[config.mk]
export PLATFORM = sky130hd
export DESIGN_NAME = frequency_result_reader
export DESIGN_NICKNAME = d
export VERILOG_FILES = /design/src/rtl/frequency_reader_pkg.sv /design/src/rtl/frequency_reader_watchdog.sv /design/src/rtl/frequency_result_reader.sv
export SDC_FILE = /design/constraint.sdc
export NUM_CORES = 1
export LEC_CHECK = 0
export ABC_AREA = 0
export CAP_MARGIN = 10
export CORE_MARGIN = 2
export CORE_UTILIZATION = 41
export DETAILED_ROUTE_END_ITERATION = 10
export PLACE_DENSITY = 0.8
export SLEW_MARGIN = 20
export SYNTH_ARGS = -nofsm -noshare
export SYNTH_HDL_FRONTEND = slang
export SYNTH_SLANG_ARGS = --single-unit
[constraint.sdc]
create_clock -name m00_axi_aclk -period 2.2 [get_ports m00_axi_aclk]
set_input_delay 0.55 -clock m00_axi_aclk [delete_from_list [all_inputs] [get_ports m00_axi_aclk]]
set_output_delay 0.55 -clock m00_axi_aclk [all_outputs]
set_load 0.005 [all_outputs]
[src/rtl/frequency_reader_pkg.sv]
`timescale 1ns/1ps
`default_nettype none
// ============================================================================
// Module      : frequency_reader_pkg
// Description : Shared definitions for the frequency result reader.
//               - state_e         : reader state machine encoding
//               - RESP_OKAY       : AXI OKAY response code
//               - REGISTER_STRIDE : byte distance between result registers
// Revision    : 1.0 - initial release
// ============================================================================
package frequency_reader_pkg;

   typedef enum logic [2:0] {
      ST_IDLE = 3'd0,
      ST_ADDR = 3'd1,
      ST_DATA = 3'd2,
      ST_PUSH = 3'd3,
      ST_DONE = 3'd4
   } state_e;

   localparam logic [1:0] RESP_OKAY       = 2'b00;
   localparam int         REGISTER_STRIDE = 4;

endpackage
`default_nettype wire

[src/rtl/frequency_reader_watchdog.sv]
`timescale 1ns/1ps
`default_nettype none
// ============================================================================
// Module      : frequency_reader_watchdog
// Description : Wait-cycle counter for the result reader. Counts enabled
//               cycles since the last clear and flags the cycle on which the
//               LIMIT-th consecutive enabled cycle is reached.
// Ports       : clk     - clock, rising edge
//               rst_n   - asynchronous active-low reset
//               clear   - restart counting from zero on the next cycle
//               enable  - count this cycle
//               expired - this is the LIMIT-th enabled cycle since clear
// Revision    : 1.0 - initial release
// ============================================================================
module frequency_reader_watchdog #(
   parameter int LIMIT = 1024
) (
   input  logic clk,
   input  logic rst_n,
   input  logic clear,
   input  logic enable,
   output logic expired
);

   localparam int CW = $clog2(LIMIT + 1);

   logic [CW-1:0] count_q;
   logic [CW-1:0] count_d;

   // Saturate at LIMIT-1 so the counter never wraps while stalled.
   always_comb begin
      count_d = count_q;
      if (clear) begin
         count_d = '0;
      end else if (enable && (count_q != CW'(LIMIT - 1))) begin
         count_d = count_q + CW'(1);
      end
   end

   always_ff @(posedge clk or negedge rst_n) begin
      if (!rst_n) begin
         count_q <= '0;
      end else begin
         count_q <= count_d;
      end
   end

   assign expired = enable & (count_q == CW'(LIMIT - 1));

endmodule
`default_nettype wire

[src/rtl/frequency_result_reader.sv]
`timescale 1ns/1ps
`default_nettype none
// ============================================================================
// Module      : frequency_result_reader
// Description : AXI4-Lite read-only master. On a rising edge of irq it reads
//               result registers 1..REGISTERS_NUMBER, one transaction at a
//               time, and emits each one on a valid/ready result stream.
// Ports       : m00_axi_*      - AXI4-Lite read channels (AR, R)
//               irq            - completion level from the analyzer manager
//               result_*       - result stream (index, data, error flag)
//               busy / done    - run in progress / one-cycle end-of-run pulse
//               error          - sticky: bad RRESP or timeout in this run
// Options     : FREQUENCY_READER_TIMEOUT_EN - abort the run when a slave
//               stalls AR or R for TIMEOUT_CYCLES cycles.
// Revision    : 1.0 - initial release
// ============================================================================
module frequency_result_reader
   import frequency_reader_pkg::*;
#(
   parameter int C_M00_AXI_ADDR_WIDTH = 10,
   parameter int C_M00_AXI_DATA_WIDTH = 32,
   parameter int BASE_ADDRESS         = 0,
   parameter int REGISTERS_NUMBER     = 6,
   parameter int TIMEOUT_CYCLES       = 1024
) (
   input  logic                            m00_axi_aclk,
   input  logic                            m00_axi_aresetn,
   input  logic                            irq,
   output logic [C_M00_AXI_ADDR_WIDTH-1:0] m00_axi_araddr,
   output logic [2:0]                      m00_axi_arprot,
   output logic                            m00_axi_arvalid,
   input  logic                            m00_axi_arready,
   input  logic [C_M00_AXI_DATA_WIDTH-1:0] m00_axi_rdata,
   input  logic [1:0]                      m00_axi_rresp,
   input  logic                            m00_axi_rvalid,
   output logic                            m00_axi_rready,
   output logic                            result_valid,
   input  logic                            result_ready,
   output logic [2:0]                      result_index,
   output logic [C_M00_AXI_DATA_WIDTH-1:0] result_data,
   output logic                            result_error,
   output logic                            busy,
   output logic                            done,
   output logic                            error
);

   generate
      if (C_M00_AXI_DATA_WIDTH != 32) begin : g_bad_data_width
         $error("frequency_result_reader supports only a 32-bit data bus");
      end
      if ((REGISTERS_NUMBER < 1) || (REGISTERS_NUMBER > 7)) begin : g_bad_reg_count
         $error("REGISTERS_NUMBER must fit the 3-bit result index (1..7)");
      end
      if (TIMEOUT_CYCLES < 1) begin : g_bad_timeout
         $error("TIMEOUT_CYCLES must be at least 1");
      end
   endgenerate

   function automatic logic [C_M00_AXI_ADDR_WIDTH-1:0] reg_addr(input logic [2:0] k);
      reg_addr = C_M00_AXI_ADDR_WIDTH'(BASE_ADDRESS + REGISTER_STRIDE * int'(k));
   endfunction

   state_e                          state_q, state_d;
   logic                            irq_q;
   logic [2:0]                      index_q, index_d;
   logic [C_M00_AXI_ADDR_WIDTH-1:0] araddr_q, araddr_d;
   logic                            arvalid_q, arvalid_d;
   logic                            rready_q, rready_d;
   logic                            result_valid_q, result_valid_d;
   logic [2:0]                      result_index_q, result_index_d;
   logic [C_M00_AXI_DATA_WIDTH-1:0] result_data_q, result_data_d;
   logic                            result_error_q, result_error_d;
   logic                            busy_q, busy_d;
   logic                            done_q, done_d;
   logic                            error_q, error_d;

   logic w_trigger;
   logic w_rresp_err;
   logic w_timeout;

   // Only a fresh rising edge starts a run; a level held high from a
   // previous run, or an edge seen while busy, is ignored.
   assign w_trigger   = irq & ~irq_q;
   assign w_rresp_err = (m00_axi_rresp != RESP_OKAY);

`ifdef FREQUENCY_READER_TIMEOUT_EN
   logic w_waiting;
   logic w_state_change;

   assign w_waiting      = (state_q == ST_ADDR) || (state_q == ST_DATA);
   assign w_state_change = (state_d != state_q);

   frequency_reader_watchdog #(
      .LIMIT   (TIMEOUT_CYCLES)
   ) u_watchdog (
      .clk     (m00_axi_aclk),
      .rst_n   (m00_axi_aresetn),
      .clear   (w_state_change),
      .enable  (w_waiting),
      .expired (w_timeout)
   );
`else
   assign w_timeout = 1'b0;
`endif

   // Outputs are computed for the next state so that every port comes
   // straight from a flop.
   always_comb begin
      state_d        = state_q;
      index_d        = index_q;
      araddr_d       = araddr_q;
      arvalid_d      = arvalid_q;
      rready_d       = rready_q;
      result_valid_d = result_valid_q;
      result_index_d = result_index_q;
      result_data_d  = result_data_q;
      result_error_d = result_error_q;
      busy_d         = busy_q;
      done_d         = 1'b0;
      error_d        = error_q;

      case (state_q)
         ST_IDLE: begin
            if (w_trigger) begin
               state_d   = ST_ADDR;
               index_d   = 3'd1;
               araddr_d  = reg_addr(3'd1);
               arvalid_d = 1'b1;
               busy_d    = 1'b1;
               error_d   = 1'b0;
            end
         end
         ST_ADDR: begin
            if (m00_axi_arready) begin
               state_d   = ST_DATA;
               arvalid_d = 1'b0;
               rready_d  = 1'b1;
            end else if (w_timeout) begin
               state_d   = ST_DONE;
               arvalid_d = 1'b0;
               error_d   = 1'b1;
               done_d    = 1'b1;
            end
         end
         ST_DATA: begin
            // A completed handshake wins over a timeout on the same cycle.
            if (m00_axi_rvalid) begin
               state_d        = ST_PUSH;
               rready_d       = 1'b0;
               result_valid_d = 1'b1;
               result_index_d = index_q;
               result_data_d  = m00_axi_rdata;
               result_error_d = w_rresp_err;
               error_d        = error_q | w_rresp_err;
            end else if (w_timeout) begin
               state_d  = ST_DONE;
               rready_d = 1'b0;
               error_d  = 1'b1;
               done_d   = 1'b1;
            end
         end
         ST_PUSH: begin
            if (result_ready) begin
               result_valid_d = 1'b0;
               if (index_q == 3'(REGISTERS_NUMBER)) begin
                  state_d = ST_DONE;
                  done_d  = 1'b1;
               end else begin
                  state_d   = ST_ADDR;
                  index_d   = index_q + 3'd1;
                  araddr_d  = reg_addr(index_q + 3'd1);
                  arvalid_d = 1'b1;
               end
            end
         end
         ST_DONE: begin
            state_d = ST_IDLE;
            busy_d  = 1'b0;
         end
         default: begin
            state_d        = ST_IDLE;
            arvalid_d      = 1'b0;
            rready_d       = 1'b0;
            result_valid_d = 1'b0;
            busy_d         = 1'b0;
         end
      endcase
   end

   always_ff @(posedge m00_axi_aclk or negedge m00_axi_aresetn) begin
      if (!m00_axi_aresetn) begin
         state_q        <= ST_IDLE;
         irq_q          <= 1'b0;
         index_q        <= '0;
         araddr_q       <= '0;
         arvalid_q      <= 1'b0;
         rready_q       <= 1'b0;
         result_valid_q <= 1'b0;
         result_index_q <= '0;
         result_data_q  <= '0;
         result_error_q <= 1'b0;
         busy_q         <= 1'b0;
         done_q         <= 1'b0;
         error_q        <= 1'b0;
      end else begin
         state_q        <= state_d;
         irq_q          <= irq;
         index_q        <= index_d;
         araddr_q       <= araddr_d;
         arvalid_q      <= arvalid_d;
         rready_q       <= rready_d;
         result_valid_q <= result_valid_d;
         result_index_q <= result_index_d;
         result_data_q  <= result_data_d;
         result_error_q <= result_error_d;
         busy_q         <= busy_d;
         done_q         <= done_d;
         error_q        <= error_d;
      end
   end

   assign m00_axi_araddr  = araddr_q;
   assign m00_axi_arprot  = 3'b000;
   assign m00_axi_arvalid = arvalid_q;
   assign m00_axi_rready  = rready_q;
   assign result_valid    = result_valid_q;
   assign result_index    = result_index_q;
   assign result_data     = result_data_q;
   assign result_error    = result_error_q;
   assign busy            = busy_q;
   assign done            = done_q;
   assign error           = error_q;

endmodule
`default_nettype wire

Yosys cells after proc, flatten, opt, wreduce, memory -nomap -nowiden
Index checks and enable logic that the tools add are counted.

Equality and inequality tests: 10. Magnitude comparators: 0. Multiplexer cells: 31. Reduce and logical (&&, ||, !) cells: 16. Multipliers: 0. Shifts and indexed selects: 0. Div/mod/pow operators: 0. $add $sub $neg: 1. Bitwise gates (word level): 7.

Operators with widths (count): $mux W10 (3); $mux W3 (7); $pmux W10 S2 (1); $mux W1 (13); $pmux W3 S4 (1); $ne A2 B2 Y1 const B (5); $reduce_and A3 Y1 (3); $reduce_or A3 Y1 (3); $reduce_and A4 Y1 (2); $eq A3 B2 Y1 const B (2); $eq A3 B3 Y1 const B (2); $pmux W1 S3 (2); $pmux W3 S2 (1); $reduce_bool A2 Y1 (3); $not A1 Y1 (5); $reduce_and A5 Y1 (1); $pmux W1 S2 (2); $pmux W1 S4 (1); $reduce_and A2 Y1 (2); $add A3 B1 Y3 const B (1); $eq A3 B1 Y1 const B (1); $logic_not A3 Y1 (1); $reduce_or A2 Y1 (1); $and A1 B1 Y1 (1); $or A1 B1 Y1 (1).

Register bits after elaboration: 59. Output and inout bits: 55. Logic and storage cells: 78. RAM bits: 0. Bits in latches: 0. ROM bits: 0. Bits of input ports: 40. Memories kept: 0.

Logic depth before layout (Yosys ltp)
Depth in word-level cells: 4. Mapped depth: 6. Mapped depth without buffers: 6.

Least setup slack after synthesis
Ideal clock, no wire load.

Path kind: input to register. Start point: input irq. End point: register araddr_q[3], in the netlist m00_axi_araddr[3]. Path buffers: 0. Required time: 2.072 ns. Arrival time: 1.487 ns. Stages: 3. Path slack: 0.586 ns. Setup time: 0.128 ns. Cells stage by stage: or4b_4 > o21ai_2 > mux2_1.

Word-level cells in the longest chain between the ends: 3.

RTL lines: from (decl) (line frequency_result_reader.sv:28) `input logic irq,`; $and A1 B1 Y1 (line frequency_result_reader.sv:83) `assign w_trigger = irq & ~irq_q;`; $ne A2 B2 Y1 (no source line); $reduce_and A4 Y1 (no source line); to (signal assigned) (line frequency_result_reader.sv:209) `araddr_q <= araddr_d;`; to (decl) (line frequency_result_reader.sv:66) `logic [C_M00_AXI_ADDR_WIDTH-1:0] araddr_q, araddr_d;`.

No other way between the ends. A chain may end at the register's enable or synchronous reset.

Worst setup path after layout
Ends and elaborated chain as after synthesis.

==> metrics.txt <==
setup bufs post-CTS 0; Clock Tree Root clkbuf_8; CP Class input pin to flip-flop; Clock Latency Late Sink between 0.2 and 0.3 ns; vias in the first global route ~1400; worst-margin pin slew between 0.6 and 0.7 ns; Post-Route WL 4100 um; setup TNS 0 ns; pin count of the biggest net entering global routing 50; HP Class input pin to async pin; Pwr Total approximately 3.7 mW; final non-filler cell area roughly 3000 um2; end of the critical path m00_axi_araddr[3]; post-route non-filler standard cell count 307; global-route wire length before repair about 6700 um; max_cap viols 0; Fillers approximately 400; PD cells 1220 nW/um2; Die Span Y 74.5 um; minimum clock period 1.86 ns; register area around 1200 um2; layout cells sized above 1 0.142; CTS clock-pin slew for the worst setup and hold paths 0.08 ns; Final Cycle Share 0.843; final setup fails 0; Cells after Synth 150; Req. time, crit path about 2.4 ns; CORE AREA between 4000 and 5000 um2; post-layout net count ~280; Max Fclk approximately 0.54 GHz; skew final around 0.0018 ns; Worst Path Max Fanout 4; drt drc 0; CTS tree yes; HPWL Detailed around 3000 um; Fin. Hold Viols 0; area leader, netlist dfrtp_1; Sink Count 49; detailed-route via count 1449; initial antenna violation count 0; H-Tree Depth 2; Crit. End Element flip-flop; Final Core Density 0.632; DR WL/cell 13.3 um; area fraction of the dominant cell type after synthesis 0.602; P&R area growth vs syn 47.6%; diode count 0; Worst Path Arrival about 2.0 ns; num rows 25; DRT Pass-1 Iters 4; final hold slack about 0.33 ns; Setup WS pre-CTS between 0.03 and 0.04 ns; global route total overflow 0; leak pwr 1.29 nW; DRT iter0 DRCs a little over 80; internal reg-to-reg setup slack ~0.45 ns; Yosys cell types 27; pins over their slew limit 0; R2R cell count 3; reg2reg end m00_axi_araddr[3]; worst r2r src state_q[0]; Post-Synthesis Cell Area 2040 um2; die area between 5000 and 6000 um2; Synth warnings 0; Synth Register Bits approximately 50; gr usage total 0.161; top cells by area, synth dfrtp_1 (60%), mux2_2 (11%), mux2_1 (10%); placed instance area 2930 um2; Routability Congestion roughly 0.77; Slew HR 0.585; worst vdd ir ~0.63 mV; crit path launch type input pin; status finished, final reports clean; placed instance count 299; Post-CTS Hold Buffers 0; input/output buffers between 80 and 90; post-cts resize count 0; Initial Util 0.428; die width 74.5 um; Critical path origin irq; RSZ-0062 raised after global routing false; area of the multi-input gates a little over 700 um2; # IOs 95; Clock Path Buffers 2; Post-DRT Antenna Nets 0; Final Worst Setup Slack 0.344 ns; CTS buffer count 5; Mean Syn Cell Area 13.6 um2; Vias/cell about 4.7; Seq/Total Area, Yosys 0.602
per-layer routing:
layer | wire [um] | up-vias | GRT usage | part of all wire
li1 | - | 673 | - | -
met1 | 1710 | 710 | 0.203 | 0.42
met2 | 2000 | 59 | 0.251 | 0.49
met3 | 319 | 7 | 0.0569 | 0.078
met4 | 65 | 0 | 0.0714 | 0.016
met5 | 0 | - | 0 | 0
power breakdown:
| group | switching [mW] | internal, mW |
|---|---|---|
| Sequential | 0.263 | 1.32 |
| Combinational | 0.493 | 1.11 |
| Clock | 0.276 | 0.226 |
worst min path at each step:
| stage | to | slack, ns | from |
|---|---|---|---|
| after floorplan | busy | 0.25 | m00_axi_aresetn |
| after global placement | result_data[13] | 0.47 | result_data[13] |
| after detailed placement | result_data[18] | 0.47 | result_data[18] |
| after CTS | result_error | 0.37 | m00_axi_aresetn |
| after global routing | result_error | 0.41 | m00_axi_aresetn |
| final | result_error | 0.33 | m00_axi_aresetn |
cells in the mapped netlist:
cell type   n
mux2_1     18
mux2_2     19
ha_1        2
o31a_1      1
buf_4      12
a22oi_1     1
o21ai_2     1
and4b_1     1
nand2_1     8
or3b_1      1
clkbuf_1    1
nor3_1      1
nor2b_1     3
dfrtp_1    49
or4b_4      1
inv_1       3
a21o_1      1
buf_2       4
a41oi_1     1
o21ai_1     3
nor4bb_1    1
a21oi_1     6
nand2b_1    2
nor2_1      4
conb_1      1
o21ai_0     4
o22a_1      1
critical path: stages:
cell and delay, ns:
clkdlybuf4s50_1 0.48, or4b_4 0.51, o21ai_2 0.16, mux2_1 0.34
layout make-up:
cell class                 count  area share
timing repair buffer          90       0.293
multi-input combinational     90       0.241
tap                           67      0.0279
clock buffer                   8      0.0266
inverter                       3     0.00375
sequential                    49       0.408
state kept, by name, summed over array words and instances (netlist names):
signal           cells
busy                 1
done                 1
error                1
irq_q                1
m00_axi_araddr       3
m00_axi_arvalid      1
m00_axi_rready       1
result_data         32
result_error         1
result_index         3
result_valid         1
state_q              3
kinds of logic (layout without fill, tap and decap cells):
| kind of cell | count (synthesis) | count (layout) | share of synthesized area |
|---|---|---|---|
| other cells | 1 | 10 | 0.00184 |
| buf+inv | 20 | 101 | 0.0615 |
| fa+ha+maj | 2 | 2 | 0.0123 |
| flops | 49 | 49 | 0.602 |
| mux | 37 | 37 | 0.205 |
| simple gates | 22 | 22 | 0.0608 |
| compound gates | 19 | 19 | 0.0566 |
layout by cell type (no fill, tap or decap), types with 5 or more instances in the layout:
cell | Yosys | routed
mux2_1 | 18 | 18
conb_1 | 1 | 10
mux2_2 | 19 | 19
buf_4 | 12 | 6
a21oi_1 | 6 | 6
dfrtp_1 | 49 | 49
clkbuf_8 | 0 | 5
clkdlybuf4s50_1 | 0 | 83
nand2_1 | 8 | 8
Note: power is estimated with default switching activity, not from simulation.
